## src/rtl/spy_path_delay_meter_pkg.sv

```systemverilog
// Shared types and default settings for the spy-path delay meter.
package spy_meter_pkg;

  // Controller states: wait for a request, drive a transition, count until settled, report.
  typedef enum logic [1:0] {
    IDLE   = 2'd0,
    LAUNCH = 2'd1,
    WAIT   = 2'd2,
    DONE   = 2'd3
  } meter_state_t;

  localparam int CNT_W_DEFAULT       = 12;
  localparam int TRIAL_W_DEFAULT     = 8;
  localparam int SUM_W_DEFAULT       = 20;
  localparam int TIMEOUT_DEFAULT     = 4000;
  localparam int SYNC_STAGES_DEFAULT = 2;

endpackage

```

## src/rtl/spy_path_delay_meter_sync.sv

```systemverilog
// Multi-flop synchronizer that brings the asynchronous chain output into the clk domain.
module spy_sync #(
  parameter int   STAGES  = 2,
  parameter logic RST_VAL = 1'b0
) (
  input  logic clk,
  input  logic rst,
  input  logic d,
  output logic q
);

  logic [STAGES-1:0] ff;

  // Shift the raw input through the flop chain; reset to the idle level of the chain output.
  always_ff @(posedge clk or posedge rst) begin
    if (rst) begin
      ff <= {STAGES{RST_VAL}};
    end else begin
      ff <= {ff[STAGES-2:0], d};
    end
  end

  assign q = ff[STAGES-1];

endmodule

```

## src/rtl/spy_path_delay_meter.sv

```systemverilog
// Launch-and-capture controller: toggles the chain input once per trial, counts cycles
// until the synchronized chain output settles, and accumulates sum/min/max over a run.
module spy_path_delay_meter
  import spy_meter_pkg::*;
#(
  parameter int CNT_W       = CNT_W_DEFAULT,
  parameter int TRIAL_W     = TRIAL_W_DEFAULT,
  parameter int SUM_W       = SUM_W_DEFAULT,
  parameter int TIMEOUT     = TIMEOUT_DEFAULT,
  parameter int SYNC_STAGES = SYNC_STAGES_DEFAULT,
  parameter int INVERT      = 0
) (
  input  logic               clk,
  input  logic               rst,
  input  logic               start,
  input  logic [TRIAL_W-1:0] trials,
  output logic               pathInput,
  input  logic               pathResult,
  output logic               busy,
  output logic               done,
  output logic               timeout,
  output logic [SUM_W-1:0]   sum_cycles,
  output logic [CNT_W-1:0]   min_cycles,
  output logic [CNT_W-1:0]   max_cycles
);

  localparam logic             INV_BIT     = (INVERT != 0) ? 1'b1 : 1'b0;
  localparam logic [CNT_W-1:0] TIMEOUT_CNT = CNT_W'(TIMEOUT);
  // Wide enough that adding one count to the sum can never wrap before saturation is checked.
  localparam int               ACC_W       = ((SUM_W > CNT_W) ? SUM_W : CNT_W) + 1;

  meter_state_t       state, state_next;
  logic [TRIAL_W-1:0] remaining, remaining_next;
  logic [CNT_W-1:0]   cnt, cnt_next, cnt_inc;
  logic               path_input_next;
  logic               busy_next, done_next, timeout_next;
  logic [SUM_W-1:0]   sum_next, sum_sat;
  logic [CNT_W-1:0]   min_next, max_next;
  logic [ACC_W-1:0]   sum_wide;
  logic               sync_out, match;

  spy_sync #(
    .STAGES (SYNC_STAGES),
    .RST_VAL(INV_BIT)
  ) u_sync (
    .clk(clk),
    .rst(rst),
    .d  (pathResult),
    .q  (sync_out)
  );

  // Next-state and next-value logic; every register holds unless its state says otherwise.
  always_comb begin
    state_next      = state;
    remaining_next  = remaining;
    cnt_next        = cnt;
    path_input_next = pathInput;
    timeout_next    = timeout;
    sum_next        = sum_cycles;
    min_next        = min_cycles;
    max_next        = max_cycles;

    cnt_inc  = cnt + CNT_W'(1);
    match    = (sync_out == (pathInput ^ INV_BIT));
    sum_wide = ACC_W'(sum_cycles) + ACC_W'(cnt_inc);
    sum_sat  = (sum_wide > ACC_W'({SUM_W{1'b1}})) ? {SUM_W{1'b1}} : sum_wide[SUM_W-1:0];

    case (state)
      IDLE: begin
        if (start) begin
          remaining_next = trials;
          sum_next       = {SUM_W{1'b0}};
          max_next       = {CNT_W{1'b0}};
          min_next       = {CNT_W{1'b1}};
          timeout_next   = 1'b0;
          state_next     = (trials == {TRIAL_W{1'b0}}) ? DONE : LAUNCH;
        end else begin
          state_next = IDLE;
        end
      end
      LAUNCH: begin
        path_input_next = ~pathInput;
        cnt_next        = {CNT_W{1'b0}};
        state_next      = WAIT;
      end
      WAIT: begin
        cnt_next = cnt_inc;
        if (match) begin
          sum_next       = sum_sat;
          min_next       = (cnt_inc < min_cycles) ? cnt_inc : min_cycles;
          max_next       = (cnt_inc > max_cycles) ? cnt_inc : max_cycles;
          remaining_next = remaining - TRIAL_W'(1);
          state_next     = (remaining == TRIAL_W'(1)) ? DONE : LAUNCH;
        end else if (cnt_inc == TIMEOUT_CNT) begin
          // Abandon the run; the unfinished trial is not folded into the statistics.
          timeout_next = 1'b1;
          state_next   = DONE;
        end else begin
          state_next = WAIT;
        end
      end
      DONE: begin
        state_next = IDLE;
      end
      default: begin
        state_next = IDLE;
      end
    endcase

    // Status flags are registered from the next state so they line up with the state itself.
    busy_next = (state_next != IDLE);
    done_next = (state_next == DONE);
  end

  // State, datapath and registered outputs; pathInput comes straight from its own flop.
  always_ff @(posedge clk or posedge rst) begin
    if (rst) begin
      state      <= IDLE;
      remaining  <= {TRIAL_W{1'b0}};
      cnt        <= {CNT_W{1'b0}};
      pathInput  <= 1'b0;
      busy       <= 1'b0;
      done       <= 1'b0;
      timeout    <= 1'b0;
      sum_cycles <= {SUM_W{1'b0}};
      min_cycles <= {CNT_W{1'b1}};
      max_cycles <= {CNT_W{1'b0}};
    end else begin
      state      <= state_next;
      remaining  <= remaining_next;
      cnt        <= cnt_next;
      pathInput  <= path_input_next;
      busy       <= busy_next;
      done       <= done_next;
      timeout    <= timeout_next;
      sum_cycles <= sum_next;
      min_cycles <= min_next;
      max_cycles <= max_next;
    end
  end

endmodule

```

## config.mk

```make
export PLATFORM = sky130hd
export DESIGN_NAME = spy_path_delay_meter
export DESIGN_NICKNAME = d
export VERILOG_FILES = /design/src/rtl/spy_path_delay_meter_pkg.sv /design/src/rtl/spy_path_delay_meter_sync.sv /design/src/rtl/spy_path_delay_meter.sv
export SDC_FILE = /design/constraint.sdc
export NUM_CORES = 1
export LEC_CHECK = 0
export CAP_MARGIN = 20
export CORE_MARGIN = 4
export CORE_UTILIZATION = 45
export CTS_BUF_LIST = sky130_fd_sc_hd__clkbuf_16
export DETAILED_ROUTE_END_ITERATION = 7
export PLACE_DENSITY = 0.75
export SETUP_SLACK_MARGIN = 0.05
export SLEW_MARGIN = 20
export SYNTH_ARGS = -nofsm -noshare
export SYNTH_HDL_FRONTEND = slang
export SYNTH_SLANG_ARGS = --single-unit
```

## constraint.sdc

```tcl
create_clock -name clk -period 5.9 [get_ports clk]
set_input_delay 1.18 -clock clk [delete_from_list [all_inputs] [get_ports clk]]
set_output_delay 1.18 -clock clk [all_outputs]
set_load 0.02 [all_outputs]
```

# Word level (Yosys, flattened, before mapping)
# Cells that the tools add are included.
# totals
reg_bits,72
in_bits,12
out_inout_bits,48
# op_classes
add_sub_neg,3
order_cmp,3
eq_ne,13
muxes,26
bitwise,1
n_reduce_logical,9
# ops
cell,n
12-bit 2-to-1 mux,6
12-bit one-hot mux with 2 select lines,3
20-bit 2-to-1 mux,3
20-bit one-hot mux with 2 select lines,1
20-bit by 12-bit adder with 21-bit output,1
"21-bit by 20-bit > comparator with 1-bit output, second input constant",1
8-bit 2-to-1 mux,2
8-bit one-hot mux with 2 select lines,1
"12-bit by 1-bit adder with 12-bit output, second input constant",1
"12-bit equality test, second input constant",1
12-bit > comparator,1
12-bit less-than comparator,1
"2-bit inequality test, second input constant",6
4-bit AND reduction,3
"8-bit by 1-bit equality test with 1-bit output, second input constant",1
8-bit zero test,1
2-bit 2-to-1 mux,4
2-bit one-hot mux with 4 select lines,1
"8-bit by 1-bit subtractor with 8-bit output, second input constant",1
"2-bit equality test, second input constant",3
2-bit nonzero test,3
1-bit 2-to-1 mux,4
3-bit AND reduction,1
"2-bit by 1-bit equality test with 1-bit output, second input constant",1
other kinds (4),4

# Logic depth before layout (Yosys ltp)
# depth
depth_word,6
ltp_mapped,15
mapped_depth_nobuf,12

# Modules after synthesis
# A second synthesis with hierarchy kept.
# unflattened
hier_cells,543
hier_area_um2,4882.2
# modules_own_cells
module,n_inst,cells_per_inst,area_per_inst_um2,seq_area_each_um2
spy_path_delay_meter,1,540,4828.4,1766.7
spy_sync,1,3,53.8,50.0

# Least setup slack after synthesis
# No wires, ideal clock.
# synth_timing
kind,register -> register
start,register cnt[0]
end,register sum_cycles[8]
setup_time_ns,0.080
arrival_time_ns,3.146
t_required_ns,5.820
slack_ns,2.674
stages_incl_launch_ff,15
n_path_buf,3
synth_period_minus_slack_ns,3.226
path_cell_list,dfrtp_1 -> ha_1 -> clkbuf_1 -> nand2_1 -> nor2_1 -> xnor2_1 -> inv_1 -> ha_1 -> and2_1 -> and3_1 -> a21oi_2 -> or4_1 -> buf_2 -> buf_6 -> o211ai_2
# synth_between
elab_chain_len,6
# synth_lines
item,line_no,text
start: declaration,spy_path_delay_meter.sv:34,"logic [CNT_W-1:0] cnt, cnt_next, cnt_inc;"
start signal: assignment,spy_path_delay_meter.sv:120,cnt <= {CNT_W{1'b0}};
start signal: assignment,spy_path_delay_meter.sv:131,cnt <= cnt_next;
12-bit by 1-bit adder with 12-bit output *,spy_path_delay_meter.sv:63,cnt_inc = cnt + CNT_W'(1);
20-bit by 12-bit adder with 21-bit output *,spy_path_delay_meter.sv:65,sum_wide = ACC_W'(sum_cycles) + ACC_W'(cnt_inc);
21-bit by 20-bit > comparator with 1-bit output,spy_path_delay_meter.sv:66,sum_sat = (sum_wide > ACC_W'({SUM_W{1'b1}})) ? {SUM_W{1'b1}} : sum_wide[SUM_W-1:0];
20-bit 2-to-1 mux *,spy_path_delay_meter.sv:66,
20-bit 2-to-1 mux *,spy_path_delay_meter.sv:88,if (match) begin
20-bit one-hot mux with 2 select lines *,spy_path_delay_meter.sv:68,case (state)
end signal: assignment,spy_path_delay_meter.sv:125,sum_cycles <= {SUM_W{1'b0}};
end signal: assignment,spy_path_delay_meter.sv:136,sum_cycles <= sum_next;
end: declaration,spy_path_delay_meter.sv:22,"output logic [SUM_W-1:0] sum_cycles,"
# Every way passes the cells marked *; elsewhere a longest branch is shown, timed or not. The select of a mux whose other input is x is not followed.
# A chain may end at the register's enable or synchronous reset.

# Final worst setup path
# layout_timing
start,register cnt[1]
end,register sum_cycles[17]
# The elaborated chain is that of the path after synthesis.

==> flow_summary.json <==
{
  "rsz0062_at_grt": "false",
  "ys_async_sr_fraction_pct": 100,
  "cap_violations": 0,
  "synth_xor_area_share_pct": 3.88,
  "num_antenna_cells": 0,
  "drive_above_1_share_pct": 8.19,
  "worstSkewPairLatency_ns": 0.34,
  "crit_type": "reg2reg",
  "synth-edff-count": 0,
  "grt.busiest_layer": "met2",
  "overflow": 0,
  "syn_inst": 512,
  "clockBufferDepth": 2,
  "syn_avg_cell_area_sq_um": 9.25,
  "cp-end-kind": "register",
  "ys_top_cells_by_area": "dfrtp_1, ha_1, dfstp_2",
  "place.gp.congestion": 0.936,
  "synth-compound-area-share_pct": 22.6,
  "final_net_count": 629,
  "core_area_sq_mm": 0.0103,
  "hpwl_um": 8950,
  "grt.total_usage_pct": 21.4,
  "grt_pass1_wl_um": 21700,
  "rows": 37,
  "cts.sink_count": 72,
  "cts_resized": 0,
  "antenna_found_initial": 0,
  "dpl.cell_count": 694,
  "cts.clk_slew.worst_paths_ns": 0.06,
  "viasPerCell": 6.08,
  "die_x_um": 111,
  "syn_nets": 572,
  "htree_num_levels": 3,
  "hold_viol_final": 0,
  "synth_top_family_by_area": "compound AO/OA/AOI/OAI gates",
  "synth_mux_area_share_pct": 0.845,
  "first_pass_iters": 6,
  "cts_buffers": 9,
  "drt_iter0_markers": 284,
  "die_h_um": 111,
  "postCtsSetupBuffers": 0,
  "ff2ff_setup_slack_ns": 1.92,
  "met2_usage_pct": 34.0,
  "p_leak_nw": 2.68,
  "tightestPinTransition_ns": 0.915,
  "synth_top_cell_area_share_pct": 31.7,
  "pwr-share-comb_pct": 34.3,
  "use_met1_pct": 28.3,
  "ir_drop_mv": 0.204,
  "syn_to_final_growth_pct": 22.0,
  "p_switching_mw": 0.707,
  "worstSetupStartpointType": "register",
  "synth_cell_types": 62,
  "setup_viol_count_final": 0,
  "ios": 60,
  "grt_pass1_vias": 4324,
  "final_cells": 710,
  "reg2reg_from": "cnt[1]",
  "cp_data_required_time_ns": 6.07,
  "finalCritPeriodShare_pct": 67.5,
  "cp.arrival_ns": 4.15,
  "holdCritPathClass": "reg2reg",
  "syn-cell-area_sq_mm": 0.00474,
  "cts_tree": "done",
  "power_mw": 1.90,
  "synthFlopType": "dfrtp_1",
  "crit_start": "cnt[1]",
  "dieArea_sq_mm": 0.0122,
  "fill_cells": 921,
  "fin_setup_tns_ns": 0,
  "grt_start_max_net_pins": 73,
  "synthSimpleGateAreaFrac_pct": 15.6,
  "power.internal_mw": 1.19,
  "drt_wl_total_um": 13000,
  "p_per_area_mw_per_mm2": 329,
  "min_from": "u_sync.ff[0]",
  "cts_hold_buffers": 0,
  "finClkSkew_ns": 0.00993,
  "power.share.switching_pct": 37.2,
  "path_max_fanout": 16,
  "drcViolationCount": 0,
  "io_buffers": 59,
  "layout_min_cycle_time_ns": 3.98,
  "synth_seq_cells": 72,
  "max_freq_ghz": 0.251,
  "avgRoutedWirePerCell_um": 18.2,
  "yosys.area.top_type": "dfrtp_1",
  "pwr-share-seq_pct": 34.3,
  "maxSlewViolCount": 0,
  "p_clk_share_pct": 31.4,
  "slew-limit-headroom_pct": 39.0,
  "ys_seq_area_share_pct": 38.3,
  "met3_usage_pct": 5.04,
  "cts-root-buf": "clkbuf_16",
  "outcome": "finished, final reports clean",
  "synthAdderAreaFrac_pct": 12.8,
  "vias": 4317,
  "start_util_pct": 46.1,
  "ant_nets": 0,
  "ys_warn_count": 0
}
[per-layer routing]
layer / up-vias / share of wire (%)
li1: 2005 / -
met1: 2133 / 45
met2: 151 / 47
met3: 28 / 4.7
met4: 0 / 3.0
met5: - / 0
[cells in the mapped netlist (all sizes together), types with 5 or more instances]
master   number
o22ai         9
a21o          7
and3          6
clkbuf       11
nand2        39
a21oi        43
and2          5
nor2         16
buf           9
ha           47
a22oi        11
o2bb2ai      10
xnor2        13
dfstp        12
o311ai        5
dfrtp        60
o21ai        26
nand3        22
nor3         10
inv          51
a41oi         9
xor2          8
nand4        11
or3           6
o211ai        7
[state kept, by name (all words and copies together), names as in the netlist, 2 cells and up]
register and flops:
sum_cycles 20, cnt 12, max_cycles 12, min_cycles 12, remaining 8, state 2
u_sync.ff 2
[cell usage in the layout (no fill, tap or decap), types with 3 or more instances in the layout]
cell / count
inv_1: 50
nor4_1: 3
nor2b_1: 3
clkbuf_16: 9
nand3_1: 22
and3_1: 6
mux2i_1: 4
a21o_1: 7
buf_4: 7
or4_1: 4
nor3_1: 10
a21oi_1: 41
a31oi_1: 4
nand2_1: 38
o211ai_1: 6
o311ai_0: 5
o21ai_0: 24
nor3b_1: 3
o2bb2ai_1: 10
a41oi_1: 9
and4_1: 4
dfrtp_1: 60
o22ai_1: 9
clkdlybuf4s50_1: 59
nand4_1: 11
or3_1: 6
nor2_1: 16
a22oi_1: 11
and2_1: 4
dfstp_2: 12
xor2_1: 8
a21boi_0: 4
ha_1: 47
xnor2_1: 13
[cells by family after synthesis]
kind of cell,after synthesis
AOI/OAI and AO/OA,156
xor gates and xnor gates,21
adders and majority gates,48
buffers and inverters,71
DFF,72
muxes,4
and+or+nand+nor,140
[power groups by stage]
stage / clock network [mW] / registers (mW) / logic (mW)
2_1_floorplan: 0 / 0.691 / 0.384
6_report: 0.597 / 0.652 / 0.652
4_1_cts: 0.603 / 0.651 / 0.647
5_1_grt: 0.629 / 0.664 / 0.717
3_3_place_gp: 0 / 0.656 / 0.629
3_5_place_dp: 0 / 0.658 / 0.639
[worst max-delay path, cell delays in order, from the launching register on]
cell and delay [ns]:
dfrtp_1 0.45, ha_1 0.40, nand2_1 0.14, nor3_1 0.24, xnor2_1 0.35, inv_1 0.22, ha_1 0.39, nand2_1 0.09
o21ai_1 0.07, a221o_1 0.35, a21oi_2 0.30, or4_1 0.54, o311ai_0 0.26
[metrics by stage]
| stage | worst slack, ns | util, % | cell area (sq um) | hold slack [ns] |
|---|---|---|---|---|
| final | 1.92 | 56.3 | 5780 | 0.373 |
| after global routing | 1.55 | 56.3 | 5780 | 0.377 |
| after detailed placement | 2.02 | 53.1 | 5460 | 0.346 |
| after global placement | 2.13 | 53.1 | 5460 | 0.345 |
| after floorplan | 2.67 | - | 4740 | 0.331 |
| after CTS | 2.01 | 56.3 | 5780 | 0.380 |
[worst paths after layout]
check	end	depth (start not counted)
max	sum_cycles[17]	12
min	u_sync.ff[1]	0
max reg2reg	sum_cycles[17]	12
min reg2reg	u_sync.ff[1]	0
max in group asynchronous	sum_cycles[1]	3
min in group asynchronous	u_sync.ff[0]	3
[final cells by class]
type	instances	area (sq um)	area share, %
Clock inverter	7	95.1	1.64
Inverter	51	191	3.31
Tap cell	136	170	2.94
Sequential cell	72	1820	31.4
Multi-Input combinational cell	369	2640	45.7
Timing Repair Buffer	66	643	11.1
Clock buffer	9	225	3.90
(Power assumes the default switching activity.)
